[src/rtl/wb_pkg.sv]
// Shared definitions for the write-back stage: opcodes, mcause codes, trap FSM states,
// load-size funct3 encodings and the decode helpers used by the stage.
package wb_pkg;

   localparam logic [6:0] OPC_LOAD      = 7'b0000011;
   localparam logic [6:0] OPC_OP_IMM    = 7'b0010011;
   localparam logic [6:0] OPC_OP_IMM_32 = 7'b0011011;
   localparam logic [6:0] OPC_OP        = 7'b0110011;
   localparam logic [6:0] OPC_OP_32     = 7'b0111011;
   localparam logic [6:0] OPC_LUI       = 7'b0110111;
   localparam logic [6:0] OPC_AUIPC     = 7'b0010111;
   localparam logic [6:0] OPC_JAL       = 7'b1101111;
   localparam logic [6:0] OPC_JALR      = 7'b1100111;
   localparam logic [6:0] OPC_SYSTEM    = 7'b1110011;

   localparam logic [3:0] CAUSE_ECALL = 4'd11;
   localparam logic [3:0] CAUSE_SAM   = 4'd6;
   localparam logic [3:0] CAUSE_LAM   = 4'd4;
   localparam logic [3:0] CAUSE_SAF   = 4'd7;
   localparam logic [3:0] CAUSE_LAF   = 4'd5;

   localparam logic [2:0] F3_LB  = 3'b000;
   localparam logic [2:0] F3_LH  = 3'b001;
   localparam logic [2:0] F3_LW  = 3'b010;
   localparam logic [2:0] F3_LD  = 3'b011;
   localparam logic [2:0] F3_LBU = 3'b100;
   localparam logic [2:0] F3_LHU = 3'b101;
   localparam logic [2:0] F3_LWU = 3'b110;

   typedef enum logic [1:0] {
      RUN    = 2'd0,
      TFLUSH = 2'd1,
      TREDIR = 2'd2
   } wb_state_t;

   function automatic logic writes_rd(input logic [6:0] opc, input logic [2:0] f3);
      logic w;
      w = 1'b0;
      case (opc)
         OPC_LOAD, OPC_OP_IMM, OPC_OP_IMM_32, OPC_OP, OPC_OP_32,
         OPC_LUI, OPC_AUIPC, OPC_JAL, OPC_JALR: w = 1'b1;
         // SYSTEM with funct3 == 0 is ECALL/EBREAK/xRET, which never writes rd
         OPC_SYSTEM: w = (f3 != 3'b000);
         default: w = 1'b0;
      endcase
      return w;
   endfunction

   function automatic logic [3:0] trap_cause(input logic ecall, input logic sam,
                                             input logic lam, input logic saf,
                                             input logic laf);
      logic [3:0] c;
      c = 4'd0;
      if (ecall)    c = CAUSE_ECALL;
      else if (sam) c = CAUSE_SAM;
      else if (lam) c = CAUSE_LAM;
      else if (saf) c = CAUSE_SAF;
      else if (laf) c = CAUSE_LAF;
      return c;
   endfunction

endpackage

[src/rtl/load_extend.sv]
// Combinational load-data alignment: sign/zero-extends right-justified load data by funct3.
// funct3 = 3'b111 has no defined size and passes the raw data through.
module load_extend
   import wb_pkg::*;
#(
   parameter int XLEN = 64
) (
   input  logic [2:0]      funct3,
   input  logic [XLEN-1:0] raw,
   output logic [XLEN-1:0] result
);

   always_comb begin
      result = raw;
      case (funct3)
         F3_LB:   result = {{(XLEN-8){raw[7]}},   raw[7:0]};
         F3_LH:   result = {{(XLEN-16){raw[15]}}, raw[15:0]};
         F3_LW:   result = {{(XLEN-32){raw[31]}}, raw[31:0]};
         F3_LD:   result = raw;
         F3_LBU:  result = {{(XLEN-8){1'b0}},     raw[7:0]};
         F3_LHU:  result = {{(XLEN-16){1'b0}},    raw[15:0]};
         F3_LWU:  result = {{(XLEN-32){1'b0}},    raw[31:0]};
         default: result = raw;
      endcase
   end

endmodule

[src/rtl/writeback_stage.sv]
// Final pipeline stage: register write-back, branch/jump redirect and a RUN/TFLUSH/TREDIR trap
// sequencer. Define WB_INSTRET_EN to build the retired-instruction counter; otherwise INSTRET is 0.
module writeback_stage
   import wb_pkg::*;
#(
   parameter int              XLEN         = 64,
   parameter logic [XLEN-1:0] RESET_VECTOR = '0
) (
   input  logic            CLK,
   input  logic            RESET,
   input  logic            WB_V,
   input  logic [31:0]     WB_IR,
   input  logic [XLEN-1:0] WB_NPC,
   input  logic [XLEN-1:0] WB_ALU_RESULT,
   input  logic [XLEN-1:0] WB_MEM_RESULT,
   input  logic [XLEN-1:0] WB_CSRFD,
   input  logic            WB_PC_MUX,
   input  logic            WB_ECALL,
   input  logic            MEM_LAM,
   input  logic            MEM_LAF,
   input  logic            MEM_SAM,
   input  logic            MEM_SAF,
   input  logic [XLEN-1:0] CSR_MTVEC,
   input  logic            RF_BUSY,
   output logic            WB_STALL,
   output logic            RF_WE,
   output logic [4:0]      RF_WADDR,
   output logic [XLEN-1:0] RF_WDATA,
   output logic            PC_REDIRECT_V,
   output logic [XLEN-1:0] PC_REDIRECT_TARGET,
   output logic            FLUSH,
   output logic            TRAP_V,
   output logic [3:0]      TRAP_CAUSE,
   output logic [XLEN-1:0] TRAP_EPC,
   output logic [XLEN-1:0] INSTRET
);

   logic [6:0]      opcode;
   logic [2:0]      funct3;
   logic [4:0]      rd;
   logic            trap;
   logic            need_wr;
   logic [XLEN-1:0] load_data;
   logic [XLEN-1:0] wb_data;
   logic [XLEN-1:0] epc_calc;
   logic            latch_trap;
   wb_state_t       state_q, state_d;
   logic            unused_bits;

   assign opcode   = WB_IR[6:0];
   assign rd       = WB_IR[11:7];
   assign funct3   = WB_IR[14:12];
   assign trap     = WB_V & (WB_ECALL | MEM_SAM | MEM_LAM | MEM_SAF | MEM_LAF);
   assign need_wr  = WB_V & writes_rd(opcode, funct3) & (rd != 5'd0);
   assign epc_calc = WB_NPC - XLEN'(4);

   assign unused_bits = ^{WB_IR[31:15], CSR_MTVEC[1:0], WB_ALU_RESULT[0]};

   load_extend #(.XLEN(XLEN)) u_load_extend (
      .funct3 (funct3),
      .raw    (WB_MEM_RESULT),
      .result (load_data)
   );

   always_comb begin
      wb_data = WB_ALU_RESULT;
      case (opcode)
         OPC_LOAD:           wb_data = load_data;
         OPC_JAL, OPC_JALR:  wb_data = WB_NPC;
         OPC_SYSTEM:         wb_data = WB_CSRFD;
         default:            wb_data = WB_ALU_RESULT;
      endcase
   end

   assign RF_WADDR = rd;
   assign RF_WDATA = wb_data;

   always_ff @(posedge CLK or posedge RESET) begin
      if (RESET) begin
         state_q    <= RUN;
         TRAP_CAUSE <= 4'd0;
         TRAP_EPC   <= '0;
      end else begin
         state_q <= state_d;
         if (latch_trap) begin
            TRAP_CAUSE <= trap_cause(WB_ECALL, MEM_SAM, MEM_LAM, MEM_SAF, MEM_LAF);
            TRAP_EPC   <= epc_calc;
         end
      end
   end

   always_comb begin
      state_d            = state_q;
      latch_trap         = 1'b0;
      RF_WE              = 1'b0;
      WB_STALL           = 1'b0;
      PC_REDIRECT_V      = 1'b0;
      PC_REDIRECT_TARGET = {WB_ALU_RESULT[XLEN-1:1], 1'b0};
      FLUSH              = 1'b0;
      TRAP_V             = 1'b0;
      case (state_q)
         RUN: begin
            if (trap) begin
               // A trapping instruction neither writes nor redirects, even with RF_BUSY set
               state_d    = TFLUSH;
               latch_trap = 1'b1;
            end else if (WB_V) begin
               if (need_wr && RF_BUSY) begin
                  WB_STALL = 1'b1;
               end else begin
                  RF_WE         = need_wr;
                  PC_REDIRECT_V = WB_PC_MUX;
               end
            end
         end
         TFLUSH: begin
            FLUSH    = 1'b1;
            WB_STALL = 1'b1;
            state_d  = TREDIR;
         end
         TREDIR: begin
            PC_REDIRECT_V      = 1'b1;
            PC_REDIRECT_TARGET = {CSR_MTVEC[XLEN-1:2], 2'b00};
            TRAP_V             = 1'b1;
            WB_STALL           = 1'b1;
            state_d            = RUN;
         end
         default: state_d = RUN;
      endcase
      // Outputs must read as their reset values while RESET is held, not just after it
      if (RESET) begin
         RF_WE              = 1'b0;
         WB_STALL           = 1'b0;
         PC_REDIRECT_V      = 1'b0;
         PC_REDIRECT_TARGET = RESET_VECTOR;
         FLUSH              = 1'b0;
         TRAP_V             = 1'b0;
         latch_trap         = 1'b0;
      end
   end

`ifdef WB_INSTRET_EN
   logic            retire;
   logic [XLEN-1:0] instret_q;

   assign retire = (state_q == RUN) & WB_V & ~trap & ~WB_STALL;

   always_ff @(posedge CLK or posedge RESET) begin
      if (RESET)       instret_q <= '0;
      else if (retire) instret_q <= instret_q + XLEN'(1);
   end

   assign INSTRET = instret_q;
`else
   assign INSTRET = '0;
`endif

endmodule
[config.mk]
export PLATFORM = sky130hd
export DESIGN_NAME = writeback_stage
export DESIGN_NICKNAME = d
export VERILOG_FILES = /design/src/rtl/wb_pkg.sv /design/src/rtl/load_extend.sv /design/src/rtl/writeback_stage.sv
export SDC_FILE = /design/constraint.sdc
export NUM_CORES = 1
export LEC_CHECK = 0
export BUFFER_PORTS_ARGS = -buffer_cell sky130_fd_sc_hd__buf_2
export CAP_MARGIN = 20
export CORE_AREA = 2 2 247 249
export CTS_CLUSTER_SIZE = 16
export DETAILED_ROUTE_END_ITERATION = 12
export DIE_AREA = 0 0 249 251
export SLEW_MARGIN = 5
export SYNTH_ARGS = -nofsm -noshare
export SYNTH_HDL_FRONTEND = slang
export SYNTH_SLANG_ARGS = --single-unit
[constraint.sdc]
create_clock -name CLK -period 5.33 [get_ports CLK]
set_clock_uncertainty 0.05 [all_clocks]
set_input_delay 1.066 -clock CLK [delete_from_list [all_inputs] [get_ports CLK]]
set_output_delay 1.066 -clock CLK [all_outputs]
set_load 0.01 [all_outputs]
After elaboration in Yosys (flattened, before gate mapping)
Index checks and enable logic that the tools add are counted.
{"block": "word_totals", "in_bits": 362, "latch_bits": 0, "romBits": 0, "out_inout_bits": 270, "register_bits": 70, "ram_bits": 0, "word_cells": 71, "memories": 0}
{"block": "op_classes", "n_lt_le_gt_ge": 0, "n_eq_ne": 18, "div": 0, "n_reduce_logical": 8, "shifts": 0, "muxes": 34, "bitwise_logic": 7, "n_mul": 0, "n_addsub": 1}
{"operator": "$pmux W64 S6", "count": 1}
{"operator": "$pmux W64 S3", "count": 1}
{"operator": "$mux W64", "count": 2}
{"operator": "$sub A64 B3 Y64 const B", "count": 1}
{"operator": "$eq A7 B5 Y1 const B", "count": 3}
{"operator": "$eq A7 B6 Y1 const B", "count": 3}
{"operator": "$eq A7 B7 Y1 const B", "count": 3}
{"operator": "$mux W1", "count": 20}
{"operator": "$mux W3", "count": 4}
{"operator": "$eq A3 B3 Y1 const B", "count": 3}
{"operator": "$reduce_or A9 Y1", "count": 1}
{"operator": "$eq A7 B2 Y1 const B", "count": 1}
{"operator": "$pmux W1 S2", "count": 3}
{"operator": "$reduce_bool A5 Y1", "count": 1}
{"operator": "$mux W4", "count": 1}
{"operator": "$or A1 B1 Y1", "count": 4}
{"operator": "$pmux W2 S2", "count": 1}
{"operator": "$reduce_or A2 Y1", "count": 2}
{"operator": "$and A1 B1 Y1", "count": 3}
{"operator": "$eq A3 B1 Y1 const B", "count": 1}
{"operator": "$eq A3 B2 Y1 const B", "count": 1}
{"operator": "$logic_not A3 Y1", "count": 1}
{"operator": "$reduce_bool A3 Y1", "count": 1}
{"operator": "$eq A2 B1 Y1 const B", "count": 1}
{"operator": "5 further kinds", "count": 5}

Longest topological paths before layout
Gate-level depths: netlist (run 1).
{"block": "depth", "depth_word": 11, "mapped_depth": 10, "mapped_depth_nobuf": 7}

Hierarchy
A second synthesis (run 1) with hierarchy kept.
{"block": "unflattened", "cells_unflattened": 1033, "area_unflattened_um2": 7723.7}
{"module": "writeback_stage", "cells_each": 883, "n_inst": 1, "area_per_inst_um2": 6769.0, "seq_area_each_um2": 1751.7}
{"module": "load_extend", "cells_each": 150, "n_inst": 1, "area_per_inst_um2": 954.7, "seq_area_each_um2": 0.0}

Least setup slack after synthesis (run 1)
No wires, ideal clock.
{"block": "synth_timing", "path_kind": "input to output", "startpoint": "input port RESET", "endpoint": "output port PC_REDIRECT_V", "cell_stages": 4, "arrival_time_ns": 3.329, "n_path_buf": 1, "slack_ns": 0.885, "required_ns": 4.214, "cell_sequence": "inv_1 -> and3_1 -> clkbuf_1 -> a41o_1"}
{"block": "synth_between", "elab_chain_cells": 1}
{"item": "from (decl)", "line": "writeback_stage.sv:10", "rtl": "input logic RESET,"}
{"item": "$mux W1", "line": "writeback_stage.sv:131", "rtl": "if (RESET) begin"}
{"item": "to (decl)", "line": "writeback_stage.sv:29", "rtl": "output logic PC_REDIRECT_V,"}
No other way between the ends.

Worst setup path in the final report (run 1)
{"block": "layout_timing", "startpoint": "input port WB_IR[5]", "endpoint": "output port RF_WDATA[53]"}
{"block": "layout_between", "elab_chain_cells": 3, "elab_cells_between_ends": 6, "cone_classes": "eq/ne: 4; mux: 1; reduce/logical: 1"}
{"item": "from (decl)", "line": "writeback_stage.sv:12", "rtl": "input logic [31:0] WB_IR,"}
{"item": "$eq A7 B7 Y1", "line": "writeback_stage.sv:67", "rtl": "case (opcode)"}
{"item": "$reduce_or A2 Y1", "line": "writeback_stage.sv:67"}
{"item": "$pmux W64 S3 (*)", "line": "writeback_stage.sv:67"}
{"item": "to (decl)", "line": "writeback_stage.sv:28", "rtl": "output logic [XLEN-1:0] RF_WDATA,"}
Every way passes the cells marked *; elsewhere a longest branch is shown, timed or not.

==> metrics.log, run 1 <==
INFO  metric finalPower = between 3000 and 4000 uW
INFO  metric grt_usage = 15.1%
INFO  metric min_period_over_period = 82.3%
INFO  metric area.sequential = 1750 sq um
INFO  metric yosys_register_bits = 70
INFO  metric h-tree-depth = 3
INFO  metric synth-warning-count = 0
INFO  metric detail_route.iter0.violations = between 500 and 600
INFO  metric cp_data_required_time = 4.21 ns
INFO  metric critical_path_cell_by_cell = buf_2 -> or3_1 -> or4_1 -> nor2_4 -> buf_4 -> o21ai_0 -> a31oi_1 -> buf_2
INFO  metric io_buffers = around 550
INFO  metric cts.sinks = 70
INFO  metric core.rowCount = 90
INFO  metric synth.top_cell.area_share = 24.7%
INFO  metric initial_utilization = 11.8%
INFO  metric dp_hpwl = ~43000 um
INFO  metric fmax = approximately 230 MHz
INFO  metric leading_cell_types_by_total_area_after_synthesis = sky130_fd_sc_hd__dfrtp_1 (25%), sky130_fd_sc_hd__mux2i_1 (8.9%), sky130_fd_sc_hd__buf_4 (7.5%), sky130_fd_sc_hd__nand2_1 (7.0%), sky130_fd_sc_hd__o21ai_0 (6.9%)
INFO  metric fillCellCount = 6931
INFO  metric post_route_cells_drive_above_1_share = 41.8%
INFO  metric power_leakage = between 0.005 and 0.006 uW
INFO  metric slew-limit-headroom = 40.9%
INFO  metric route.detailed.drc = 0
INFO  metric setup.worst_path.start_class = primary input
INFO  metric layout.cells.most_common_list = sky130_fd_sc_hd__buf_2 (546), sky130_fd_sc_hd__nand2_1 (132), sky130_fd_sc_hd__nor2_1 (127)
INFO  metric timing.max_cap.violations = 0
INFO  metric hold_viol = 0
INFO  metric vdd.ir_drop.worst = about 0.17 mV
INFO  metric areaGrowthSynthToFinish = 53.2%
INFO  metric min_period = approximately 4.4 ns
INFO  metric rsz0062_at_grt = false
INFO  metric arrival_time_of_data_at_the_critical_path_endpoint = 3.27 ns
INFO  metric hp-class = reg -> reg
INFO  metric count_of_cells_resized_by_post_cts_repair = 0
INFO  metric netlist_instances = 962
INFO  metric clk_latency = 0.37 ns
INFO  metric hold_path_depth = 2
INFO  metric die_height = 251 um
INFO  metric route.detailed.wl_per_inst = 21.8 um
INFO  metric number_of_buffers_created_by_cts = 9
INFO  metric via_count_normalized_by_instance_count = between 4 and 5
INFO  metric floorplan.io_pins = 632
INFO  metric number_of_slew_limit_violations_in_the_final_report = 0
INFO  metric syn_area_per_cell = 7.36 sq um
INFO  metric tritoncts = built
INFO  metric globalRouteOverflowTotal = 0
INFO  metric netlist.top_cell.by_area = sky130_fd_sc_hd__dfrtp_1
INFO  metric finalSetupViolations = 0
INFO  metric vias = about 9.4k
INFO  metric path_class = in -> out
INFO  metric timing.critical_path.to_type = primary output
INFO  metric cts.path.max_buffers = 2
INFO  metric final_nets = 1838
INFO  metric synth_enable_flop_cells = 0
INFO  metric post_cts_buffers = 0
INFO  metric critPathSlowestCell = sky130_fd_sc_hd__or4_1
INFO  metric yosysSeqAreaShare = 24.7%
INFO  metric die_area = 62500 sq um
INFO  metric cts_root_buffer = sky130_fd_sc_hd__clkbuf_16
INFO  metric gp_congestion = 0.842
INFO  metric synthFlopType = sky130_fd_sc_hd__dfrtp_1
INFO  metric postCtsHoldBufs = 0
INFO  metric placed_instances = 2240
INFO  metric crit_fanout = 32
INFO  metric r2r_depth = 7
INFO  metric clk_pin_slew_worst_paths = 0.06 ns
INFO  metric grt_pass1_wl = roughly 66000 um
INFO  metric wl = just under 50000 um
INFO  metric async_reset_ff_share = 100%
INFO  metric critical_path.most_common_cell = sky130_fd_sc_hd__buf_2
INFO  metric slowest_delay = 0.49 ns
INFO  metric drt_pass1_iterations = 5
INFO  metric setup_tns_final = 0 ns
INFO  metric design.core.area = 59800 sq um
INFO  metric layout.cells.non_filler = 2264
INFO  metric tightest_pin_transition = 0.887 ns
INFO  metric netlist_area = 7080 sq um
INFO  metric postLayoutCoreUtil = between 10% and 20%
INFO  metric final_common_cell = sky130_fd_sc_hd__buf_2
INFO  metric ant_nets = 0
INFO  metric area_taken_by_multi_input_logic_gates = 4800 sq um
INFO  metric power_density = between 200 and 300 nW/um^2
INFO  metric first_global_vias = 8992
INFO  metric die_w = 249 um
INFO  metric post_synth_num_cell_types = 56
INFO  metric status = complete, no violations
INFO  metric grt_max_degree = 70
INFO  metric antenna_found_initial = 24
routing by layer:
layer / wire length, um / track usage, % / share of wire (%) / up-vias
met2: 25200 / 28.1 / 51 / 559
met4: 2830 / 8.71 / 5.7 / 12
met5: 74 / 0 / 0.15 / -
li1: - / - / - / 4326
met3: 3940 / 4.35 / 8.0 / 115
met1: 17300 / 15.1 / 35 / 4371
worst max-delay path, delay by kind of cell:
kind                   cells  cell delay (ns)
AOI/OAI and AO/OA          2             0.46
and+or+nand+nor            3             1.06
buffers and inverters      3             0.64
cell usage after synthesis, types with 4 or more instances:
library cell,n
sky130_fd_sc_hd__mux2i_1,63
sky130_fd_sc_hd__or4_1,15
sky130_fd_sc_hd__nand4b_1,5
sky130_fd_sc_hd__a222oi_1,9
sky130_fd_sc_hd__nand3_1,16
sky130_fd_sc_hd__a221oi_1,13
sky130_fd_sc_hd__a31oi_1,24
sky130_fd_sc_hd__o211ai_1,10
sky130_fd_sc_hd__dfrtp_1,70
sky130_fd_sc_hd__a22oi_1,42
sky130_fd_sc_hd__xor2_1,25
sky130_fd_sc_hd__xnor2_1,33
sky130_fd_sc_hd__inv_1,9
sky130_fd_sc_hd__a21oi_1,39
sky130_fd_sc_hd__buf_4,71
sky130_fd_sc_hd__clkbuf_1,62
sky130_fd_sc_hd__buf_1,4
sky130_fd_sc_hd__nor3_1,18
sky130_fd_sc_hd__nor4_1,14
sky130_fd_sc_hd__or3_1,5
sky130_fd_sc_hd__nor2_1,129
sky130_fd_sc_hd__nand2_1,133
sky130_fd_sc_hd__o21ai_0,97
sky130_fd_sc_hd__ha_1,7
cells by family after synthesis:
group | Yosys count | synth area share [%]
AOI/OAI and AO/OA | 248 | 21.7
adders and majority gates | 7 | 1.24
buffers and inverters | 149 | 11.9
and+or+nand+nor | 364 | 24.0
other | 1 | 0.0529
xor gates and xnor gates | 58 | 7.17
muxes | 65 | 9.22
DFF | 70 | 24.7
state kept, by name, summed over array words and instances, names as in the netlist:
name and cells:
TRAP_EPC 64, state_q 2, TRAP_CAUSE 4
area by class of cell:
cell class / instances / area share (%)
timing repair buffer: 572 / 27.2
tap: 782 / 9.01
inverter: 9 / 0.334
clock inverter: 5 / 0.784
multi-input combinational: 807 / 44.2
clock buffer: 10 / 2.11
sequential: 70 / 16.1
antenna: 9 / 0.207
per-stage QoR:
step                      setup WS, ns  area [sq um]  hold WS [ns]
after CTS                        0.963         10800         0.428
after detailed placement         0.975         10500         0.414
after global routing             0.826         10800         0.445
after floorplan                  0.885          7320         0.462
final                            0.942         10900         0.422
after global placement           0.974         10500         0.407
final timing paths:
path	from	endpoint	slack [ns]
worst max-delay path	WB_IR[5]	RF_WDATA[53]	0.94
worst min-delay path	TRAP_EPC[60]	TRAP_EPC[60]	0.42
worst max register to register	state_q[0]	TRAP_EPC[52]	2.92
worst min register to register	TRAP_EPC[60]	TRAP_EPC[60]	0.42
max in group asynchronous	RESET	TRAP_EPC[44]	3.38
min in group asynchronous	RESET	TRAP_EPC[20]	0.71
where the power goes:
part	internal [uW]	switching [uW]	total, uW
registers	802	150	951
clock network	409	278	687
logic	655	954	1610
total	1870	1380	3250
(Power assumes the default switching activity.)
==> run 2: changes to the inputs <==
--- a/config.mk
+++ b/config.mk
@@ -5,12 +5,13 @@
 export SDC_FILE = /design/constraint.sdc
 export NUM_CORES = 1
 export LEC_CHECK = 0
+export ABC_AREA = 1
 export BUFFER_PORTS_ARGS = -buffer_cell sky130_fd_sc_hd__buf_2
 export CAP_MARGIN = 20
-export CORE_AREA = 2 2 247 249
+export CORE_AREA = 2 2 245 247
 export CTS_CLUSTER_SIZE = 16
 export DETAILED_ROUTE_END_ITERATION = 12
-export DIE_AREA = 0 0 249 251
+export DIE_AREA = 0 0 247 249
 export SLEW_MARGIN = 5
 export SYNTH_ARGS = -nofsm -noshare
 export SYNTH_HDL_FRONTEND = slang
==> constraint.sdc (replaced) <==
create_clock -name CLK -period 4.6 [get_ports CLK]
set_clock_uncertainty 0.05 [all_clocks]
set_input_delay 0.92 -clock CLK [delete_from_list [all_inputs] [get_ports CLK]]
set_output_delay 0.92 -clock CLK [all_outputs]
set_load 0.01 [all_outputs]
==> metrics.log, run 2 <==
INFO  metric status = complete, no violations
INFO  metric die_w = 247 um (-0.80%)
INFO  metric critical_path_buf_inv_count = 3 (unchanged)
INFO  metric cp_data_required_time = 3.63 ns (-0.58 ns)
INFO  metric cts.sinks = 70 (unchanged)
INFO  metric synthFlopType = sky130_fd_sc_hd__dfrtp_1
INFO  metric final_common_cell = sky130_fd_sc_hd__buf_2
INFO  metric globalRouteOverflowTotal = 0 (unchanged)
INFO  metric largest_regs = TRAP_EPC: 64 flops, TRAP_CAUSE: 4 flops, state_q: 2 flops
INFO  metric first_global_vias = 11.1k (+23%)
INFO  metric grt_usage = 18.6% (+3.4 points)
INFO  metric hold_viol = 0 (unchanged)
INFO  metric min_period = 3.97 ns
INFO  metric critPathSlowestCell = sky130_fd_sc_hd__a22oi_1
INFO  metric leading_cell_types_by_total_area_after_synthesis = sky130_fd_sc_hd__nand2_1 (22%), sky130_fd_sc_hd__dfrtp_1 (21%), sky130_fd_sc_hd__nor2_1 (13%), sky130_fd_sc_hd__o21ai_0 (7.2%), sky130_fd_sc_hd__buf_4 (6.8%)
INFO  metric fillCellCount = 6929 (-0.029%)
INFO  metric netlist_area = 8430 sq um (+19%)
INFO  metric wl = 59000 um (+20%)
INFO  metric design.core.area = 58700 sq um (-1.9%)
INFO  metric rsz0062_at_grt = false
INFO  metric final_area = 12000 sq um (+10%)
INFO  metric setup.worst_path.start_class = primary input
INFO  metric crit_fanout = 17 (-47%)
INFO  metric arrival_time_of_data_at_the_critical_path_endpoint = 3.00 ns (-0.27 ns)
INFO  metric post_route_cells_drive_above_1_share = 31.6% (-10 points)
INFO  metric slew-limit-headroom = 39.5% (-1.4 points)
INFO  metric yosysMostFrequentCell = sky130_fd_sc_hd__nand2_1
INFO  metric post_cts_buffers = 0 (unchanged)
INFO  metric slowest_delay = 0.57 ns (+0.08 ns)
INFO  metric timing.max_cap.violations = 0 (unchanged)
INFO  metric synth-warning-count = 0 (unchanged)
INFO  metric synth.top_cell.area_share = 21.6% (-3.1 points)
INFO  metric dp_hpwl = 50600 um (+18%)
INFO  metric tritoncts = built
INFO  metric vias = 11.6k (+23%)
INFO  metric core.rowCount = 89 (-1.1%)
INFO  metric cts.path.max_buffers = 2 (unchanged)
INFO  metric count_of_cells_resized_by_post_cts_repair = 0 (unchanged)
INFO  metric critical_path_cell_by_cell = buf_2 -> nor2_8 -> nand3_4 -> nand2_1 -> inv_2 -> nand2_1 -> a22oi_1 -> nand3_1 -> buf_2
INFO  metric antenna_found_initial = 21 (-13%)
INFO  metric areaGrowthSynthToFinish = 42.0%
INFO  metric fmax = 252 MHz
INFO  metric netlist.top_cell.by_area = sky130_fd_sc_hd__nand2_1
INFO  metric timing.critical_path.to_type = primary output
INFO  metric io_buffers = 547 (unchanged)
INFO  metric finalPower = 3900 uW (+20%)
INFO  metric die_height = 249 um (-0.80%)
INFO  metric postCtsHoldBufs = 0 (unchanged)
INFO  metric layout.cells.most_common_list = sky130_fd_sc_hd__buf_2 (547), sky130_fd_sc_hd__nand2_1 (484), sky130_fd_sc_hd__nor2_1 (281)
INFO  metric clk_pin_slew_worst_paths = 0.06 ns (about the same)
INFO  metric max_ffs_per_register = 64 (unchanged)
INFO  metric path_class = in -> out
INFO  metric yosys_register_bits = 70 (unchanged)
INFO  metric h-tree-depth = 3 (unchanged)
INFO  metric grt_pass1_wl = 80900 um (+22%)
INFO  metric cts_root_buffer = sky130_fd_sc_hd__clkbuf_16
INFO  metric critical-path-top-delay-family = buffers and inverters
INFO  metric final_nets = 2331 (+27%)
INFO  metric tightest_pin_transition = 0.908 ns (+0.0207 ns)
INFO  metric hp-class = reg -> reg
INFO  metric power_density = 325 nW/um^2 (+8.8%)
INFO  metric drt_pass1_iterations = 4 (-1)
INFO  metric syn_area_per_cell = 5.77 sq um (-22%)
INFO  metric number_of_buffers_created_by_cts = 9 (unchanged)
INFO  metric synth_enable_flop_cells = 0 (unchanged)
INFO  metric detail_route.iter0.violations = 937 (+78%)
INFO  metric route.detailed.drc = 0 (unchanged)
INFO  metric die_area = 61500 sq um (-1.6%)
INFO  metric gp_congestion = 0.955 (+13%)
INFO  metric route.detailed.wl_per_inst = 21.5 um (-1.5%)
INFO  metric initial_utilization = 14.4% (+2.5 points)
INFO  metric setup_tns_final = 0 ns (unchanged)
INFO  metric vdd.ir_drop.worst = 0.162 mV (-1.9%)
INFO  metric yosysSeqAreaShare = 20.8% (-4.0 points)
INFO  metric number_of_slew_limit_violations_in_the_final_report = 0 (unchanged)
INFO  metric post_synth_num_cell_types = 45 (-20%)
INFO  metric floorplan.io_pins = 632 (unchanged)
INFO  metric grt_max_degree = 78 (+11%)
INFO  metric async_reset_ff_share = 100% (unchanged)
INFO  metric power_leakage = 0.00621 uW (+23%)
INFO  metric finalSetupViolations = 0 (unchanged)
INFO  metric min_period_over_period = 86.2%
INFO  metric ant_nets = 0 (unchanged)
INFO  metric via_count_normalized_by_instance_count = 4.21 (+1.6%)
INFO  metric netlist_instances = 1463 (+52%)
INFO  metric worst_hold_margin = 0.424 ns (+0.00221 ns)
INFO  metric post_synth_most_frequent_cells = sky130_fd_sc_hd__nand2_1 (486), sky130_fd_sc_hd__nor2_1 (281), sky130_fd_sc_hd__o21ai_0 (122), sky130_fd_sc_hd__inv_1 (88), sky130_fd_sc_hd__nand3_1 (82)
INFO  metric largest_register = TRAP_EPC
INFO  metric clk_latency = 0.36 ns (about the same)
INFO  metric cell_area_after_placement = 11600 sq um (+11%)
[run 2: cell count changes after synthesis, moves of 17 or more]
| cell | change |
|---|---|
| sky130_fd_sc_hd__nand2_1 | +353 |
| sky130_fd_sc_hd__buf_2 | +22 |
| sky130_fd_sc_hd__a22oi_1 | -33 |
| sky130_fd_sc_hd__clkbuf_1 | -34 |
| sky130_fd_sc_hd__o2111ai_1 | +17 |
| sky130_fd_sc_hd__nand3b_1 | +21 |
| sky130_fd_sc_hd__a21oi_1 | -36 |
| sky130_fd_sc_hd__o211ai_1 | +18 |
| sky130_fd_sc_hd__nand3_1 | +66 |
| sky130_fd_sc_hd__inv_1 | +79 |
| sky130_fd_sc_hd__mux2i_1 | -63 |
| sky130_fd_sc_hd__o21ai_0 | +25 |
| sky130_fd_sc_hd__nor2_1 | +152 |
| sky130_fd_sc_hd__xnor2_1 | -30 |
[run 2: final timing paths]
| path | cells past startpoint | slack (ns) | end | startpoint |
|---|---|---|---|---|
| max | 9 | 0.63 | RF_WDATA[30] | WB_IR[12] |
| min | 2 | 0.42 | TRAP_EPC[49] | TRAP_EPC[49] |
| max reg2reg | 9 | 2.12 | TRAP_EPC[42] | state_q[0] |
| min reg2reg | 2 | 0.42 | TRAP_EPC[49] | TRAP_EPC[49] |
| max in group asynchronous | 4 | 2.28 | TRAP_EPC[47] | RESET |
| min in group asynchronous | 2 | 0.64 | state_q[0] | RESET |
[run 2: through the flow]
| stage | setup slack [ns] | instances | util, % |
|---|---|---|---|
| 2_1_floorplan | 1.07 | 1527 | - |
| 3_3_place_gp | 0.549 | 2723 | 19.8 |
| 3_5_place_dp | 0.567 | 2723 | 19.8 |
| 4_1_cts | 0.565 | 2737 | 20.3 |
| 5_1_grt | 0.436 | 2741 | 20.4 |
| 6_report | 0.634 | 2748 | 20.4 |
[run 2: kinds of logic after synthesis]
group | share of synthesized area [%]
AO/OA/AOI/OAI | 15.3
XOR/XNOR | 1.87
adder cells (fa/ha/maj) | 1.04
buffers and inverters | 15.1
flip-flops | 20.8
other | 0.0445
AND/OR/NAND/NOR | 46.0
[run 2: area by class of cell]
cell class	count	area (sq um)	share of cell area (%)
multi-input cells	1224	5670	47.3
repair buffers	564	2900	24.2
flip-flops and latches	70	1750	14.6
well taps	773	967	8.07
inverters	93	352	2.93
clock buffers	10	239	1.99
clock inverters	4	72.6	0.606
diodes	10	25.0	0.209
[run 2: worst register-to-register path, stage by stage, from the launching register on]
cell                      delay (ns)
sky130_fd_sc_hd__dfrtp_1        0.43
sky130_fd_sc_hd__inv_1          0.15
sky130_fd_sc_hd__ha_1           0.18
sky130_fd_sc_hd__nand2_1        0.06
sky130_fd_sc_hd__nor2_2         0.34
sky130_fd_sc_hd__nand2_2        0.12
sky130_fd_sc_hd__inv_2          0.52
sky130_fd_sc_hd__buf_4          0.37
sky130_fd_sc_hd__nand3_1        0.12
sky130_fd_sc_hd__nand2_1        0.07
[run 2: report_power, final]
part           total, uW  switching (uW)  internal [uW]
combinational       2030            1320            713
clock                776             294            483
sequential          1090             167            927
total               3900            1780           2120
[run 2: metal layers]
layer,wire [um],GRT usage (%),vias to the layer above
met5,35,0,-
met4,1590,5.63,6
met3,5120,3.65,60
met2,25300,28.2,591
met1,27000,26.2,5346
li1,-,-,5573
==> run 3: changes to the inputs <==
--- a/config.mk
+++ b/config.mk
@@ -12,6 +12,8 @@
 export CTS_CLUSTER_SIZE = 16
 export DETAILED_ROUTE_END_ITERATION = 12
 export DIE_AREA = 0 0 247 249
+export REMOVE_ABC_BUFFERS = 1
+export SETUP_SLACK_MARGIN = 0.4
 export SLEW_MARGIN = 5
 export SYNTH_ARGS = -nofsm -noshare
 export SYNTH_HDL_FRONTEND = slang
==> metrics.log, run 3 (same netlist as run 2, synthesis figures left out) <==
INFO  metric status = complete, no violations
INFO  metric tightest_pin_transition = 0.978 ns (+0.0698 ns)
INFO  metric path_class = in -> out
INFO  metric netSwitchingPower = 1860 uW (+4.9%)
INFO  metric final_nets = 2335 (+0.17%)
INFO  metric route.detailed.drc = 0 (unchanged)
INFO  metric critical_path_cell_by_cell = buf_2 -> nand2_1 -> o211ai_4 -> buf_4 -> o211ai_1 -> nand3b_1 -> buf_2
INFO  metric arrival_time_of_data_at_the_critical_path_endpoint = 3.00 ns (about the same)
INFO  metric design.core.area = 58700 sq um (unchanged)
INFO  metric fmax = 252 MHz (-0.18%)
INFO  metric power.share.switching = 46.8% (+1.3 points)
INFO  metric clk_latency = 0.38 ns (+0.02 ns)
INFO  metric core.rowCount = 89 (unchanged)
INFO  metric floorplan.io_pins = 632 (unchanged)
INFO  metric final_common_cell = sky130_fd_sc_hd__buf_2
INFO  metric via_count_normalized_by_instance_count = 4.12 (-2.2%)
INFO  metric crit_fanout = 18 (+1)
INFO  metric largest_regs = TRAP_EPC: 64 flops, TRAP_CAUSE: 4 flops, state_q: 2 flops
INFO  metric power_leakage = 0.00623 uW (+0.34%)
INFO  metric timing.critical_path.to_type = primary output
INFO  metric post_route_cells_drive_above_1_share = 31.8% (+0.21 points)
INFO  metric finalSetupViolations = 0 (unchanged)
INFO  metric critical_path.most_common_cell = sky130_fd_sc_hd__buf_2
INFO  metric clock_power_share = 21.5% (+1.6 points)
INFO  metric min_period_over_period = 86.4% (+0.16 points)
INFO  metric layout.cells.non_filler = 2756 (+0.29%)
INFO  metric h-tree-depth = 3 (unchanged)
INFO  metric power_density = 331 nW/um^2 (+1.8%)
INFO  metric wl = 54400 um (-7.8%)
INFO  metric relative_contribution_of_combinational_cells_to_total_power = 51.3% (-0.7 points)
INFO  metric die_area = 61500 sq um (unchanged)
INFO  metric power_frac_seq = 27.3% (-0.8 points)
INFO  metric die_height = 249 um (unchanged)
INFO  metric initial_utilization = 14.4% (unchanged)
INFO  metric min_period = 3.97 ns (+0.00718 ns)
INFO  metric vdd.ir_drop.worst = 0.187 mV (+15%)
INFO  metric critPathSlowestCell = sky130_fd_sc_hd__o211ai_4
INFO  metric cp_data_required_time = 3.63 ns (about the same)
INFO  metric clk_pin_slew_worst_paths = 0.07 ns (about the same)
INFO  metric route.detailed.wl_per_inst = 19.8 um (-8.0%)
INFO  metric cts_root_buffer = sky130_fd_sc_hd__clkbuf_16
INFO  metric areaGrowthSynthToFinish = 42.5%
INFO  metric postCtsHoldBufs = 0 (unchanged)
INFO  metric die_w = 247 um (unchanged)
INFO  metric grt_usage = 17.0% (-1.5 points)
INFO  metric max_ffs_per_register = 64 (unchanged)
INFO  metric cell_internal_pwr = 2120 uW (-0.23%)
INFO  metric slew-limit-headroom = 34.5% (-5.0 points)
INFO  metric tritoncts = built
INFO  metric vias = 11.4k (-1.9%)
INFO  metric layout.cells.most_common_list = sky130_fd_sc_hd__buf_2 (547), sky130_fd_sc_hd__nand2_1 (484), sky130_fd_sc_hd__nor2_1 (281)
INFO  metric placed_instances = 2728 (+0.18%)
INFO  metric number_of_buffers_created_by_cts = 9 (unchanged)
INFO  metric critical-path-top-delay-family = compound AO/OA/AOI/OAI gates
INFO  metric drt_pass1_iterations = 5 (+1)
INFO  metric count_of_cells_resized_by_post_cts_repair = 0 (unchanged)
INFO  metric first_global_vias = 10.7k (-3.5%)
INFO  metric largest_register = TRAP_EPC
INFO  metric detail_route.iter0.violations = 669 (-29%)
INFO  metric grt_max_degree = 82 (+5.1%)
INFO  metric hold_viol = 0 (unchanged)
INFO  metric hp-class = reg -> reg
INFO  metric critical_path_buf_inv_count = 3 (unchanged)
INFO  metric ant_nets = 0 (unchanged)
INFO  metric postLayoutCoreUtil = 20.5% (+0.064 points)
INFO  metric slowest_delay = 0.79 ns (+0.22 ns)
INFO  metric antenna_found_initial = 13 (-38%)
INFO  metric io_buffers = 547 (unchanged)
INFO  metric dp_hpwl = 44200 um (-13%)
INFO  metric timing.max_cap.violations = 0 (unchanged)
INFO  metric setup_slack = 0.627 ns (-0.00718 ns)
INFO  metric grt_pass1_wl = 74200 um (-8.3%)
INFO  metric setup.worst_path.start_class = primary input
INFO  metric gp_congestion = 0.918 (-3.8%)
INFO  metric number_of_slew_limit_violations_in_the_final_report = 0 (unchanged)
INFO  metric cts.sinks = 70 (unchanged)
INFO  metric globalRouteOverflowTotal = 0 (unchanged)
INFO  metric rsz0062_at_grt = false
INFO  metric pre_cts_slack = 0.598 ns (+0.0319 ns)
INFO  metric cts.path.max_buffers = 2 (unchanged)
INFO  metric post_cts_buffers = 0 (unchanged)
run 3: cell types whose count changed in the layout (fill, tap and decap cells not counted), sizes merged:
cell	delta
clkbuf	-1
clkinv	+1
diode	+2
inv	+2
buf	+4
run 3: worst register-to-register path, stage by stage (launching register included):
cell and delay [ns]:
sky130_fd_sc_hd__dfrtp_1 0.42, sky130_fd_sc_hd__inv_1 0.14, sky130_fd_sc_hd__ha_1 0.18, sky130_fd_sc_hd__nand2_1 0.06, sky130_fd_sc_hd__nor2_2 0.29, sky130_fd_sc_hd__nand2_4 0.08
sky130_fd_sc_hd__inv_2 0.48, sky130_fd_sc_hd__buf_4 0.46, sky130_fd_sc_hd__nand3_1 0.20, sky130_fd_sc_hd__nand2_1 0.09
run 3: power by group through the flow:
stage | logic [uW] | registers [uW] | clock network (uW)
after floorplan | 792 | 1240 | 0
after global placement | 2100 | 1080 | 0
after detailed placement | 2090 | 1090 | 0
after CTS | 2100 | 1090 | 900
after global routing | 2300 | 1130 | 907
final | 2040 | 1090 | 855
run 3: path summary, 6_finish.rpt:
kind                                    from           end  slack [ns]  cells after the start
min in group asynchronous              RESET  TRAP_EPC[10]        0.65                      2
max in group asynchronous              RESET   TRAP_EPC[1]        2.38                      4
worst max-delay path               WB_IR[13]  RF_WDATA[52]        0.63                      7
worst min-delay path            TRAP_EPC[45]  TRAP_EPC[45]        0.43                      2
worst max register to register    state_q[0]  TRAP_EPC[48]        2.07                      9
worst min register to register  TRAP_EPC[45]  TRAP_EPC[45]        0.43                      2
run 3: stage by stage:
| step | hold slack (ns) | setup TNS, ns | total power, uW | instance area (sq um) |
|---|---|---|---|---|
| 5_1_grt | 0.441 | 0 | 4330 | 12000 |
| 6_report | 0.428 | 0 | 3980 | 12000 |
| 3_3_place_gp | 0.412 | 0 | 3180 | 11700 |
| 4_1_cts | 0.430 | 0 | 4080 | 12000 |
| 2_1_floorplan | 0.463 | -1.56 | 2030 | 7750 |
| 3_5_place_dp | 0.412 | 0 | 3180 | 11700 |
run 3: final cells by class:
cell class / count / area [sq um]
repair buffers: 568 / 2910
multi-input cells: 1224 / 5680
well taps: 773 / 967
diodes: 12 / 30.0
inverters: 93 / 355
clock buffers: 9 / 225
fillers: 6881 / 46700
flip-flops and latches: 70 / 1750
clock inverters: 7 / 105
run 3: layer usage:
metal | wire length, um | global-route usage (%) | vias to the layer above | share of wire (%)
met1 | 22300 | 20.1 | 5146 | 41
met2 | 26100 | 29.5 | 548 | 48
met5 | 48 | 0 | - | 0.088
met3 | 4360 | 4.02 | 71 | 8.0
li1 | - | - | 5587 | -
met4 | 1590 | 6.68 | 8 | 2.9
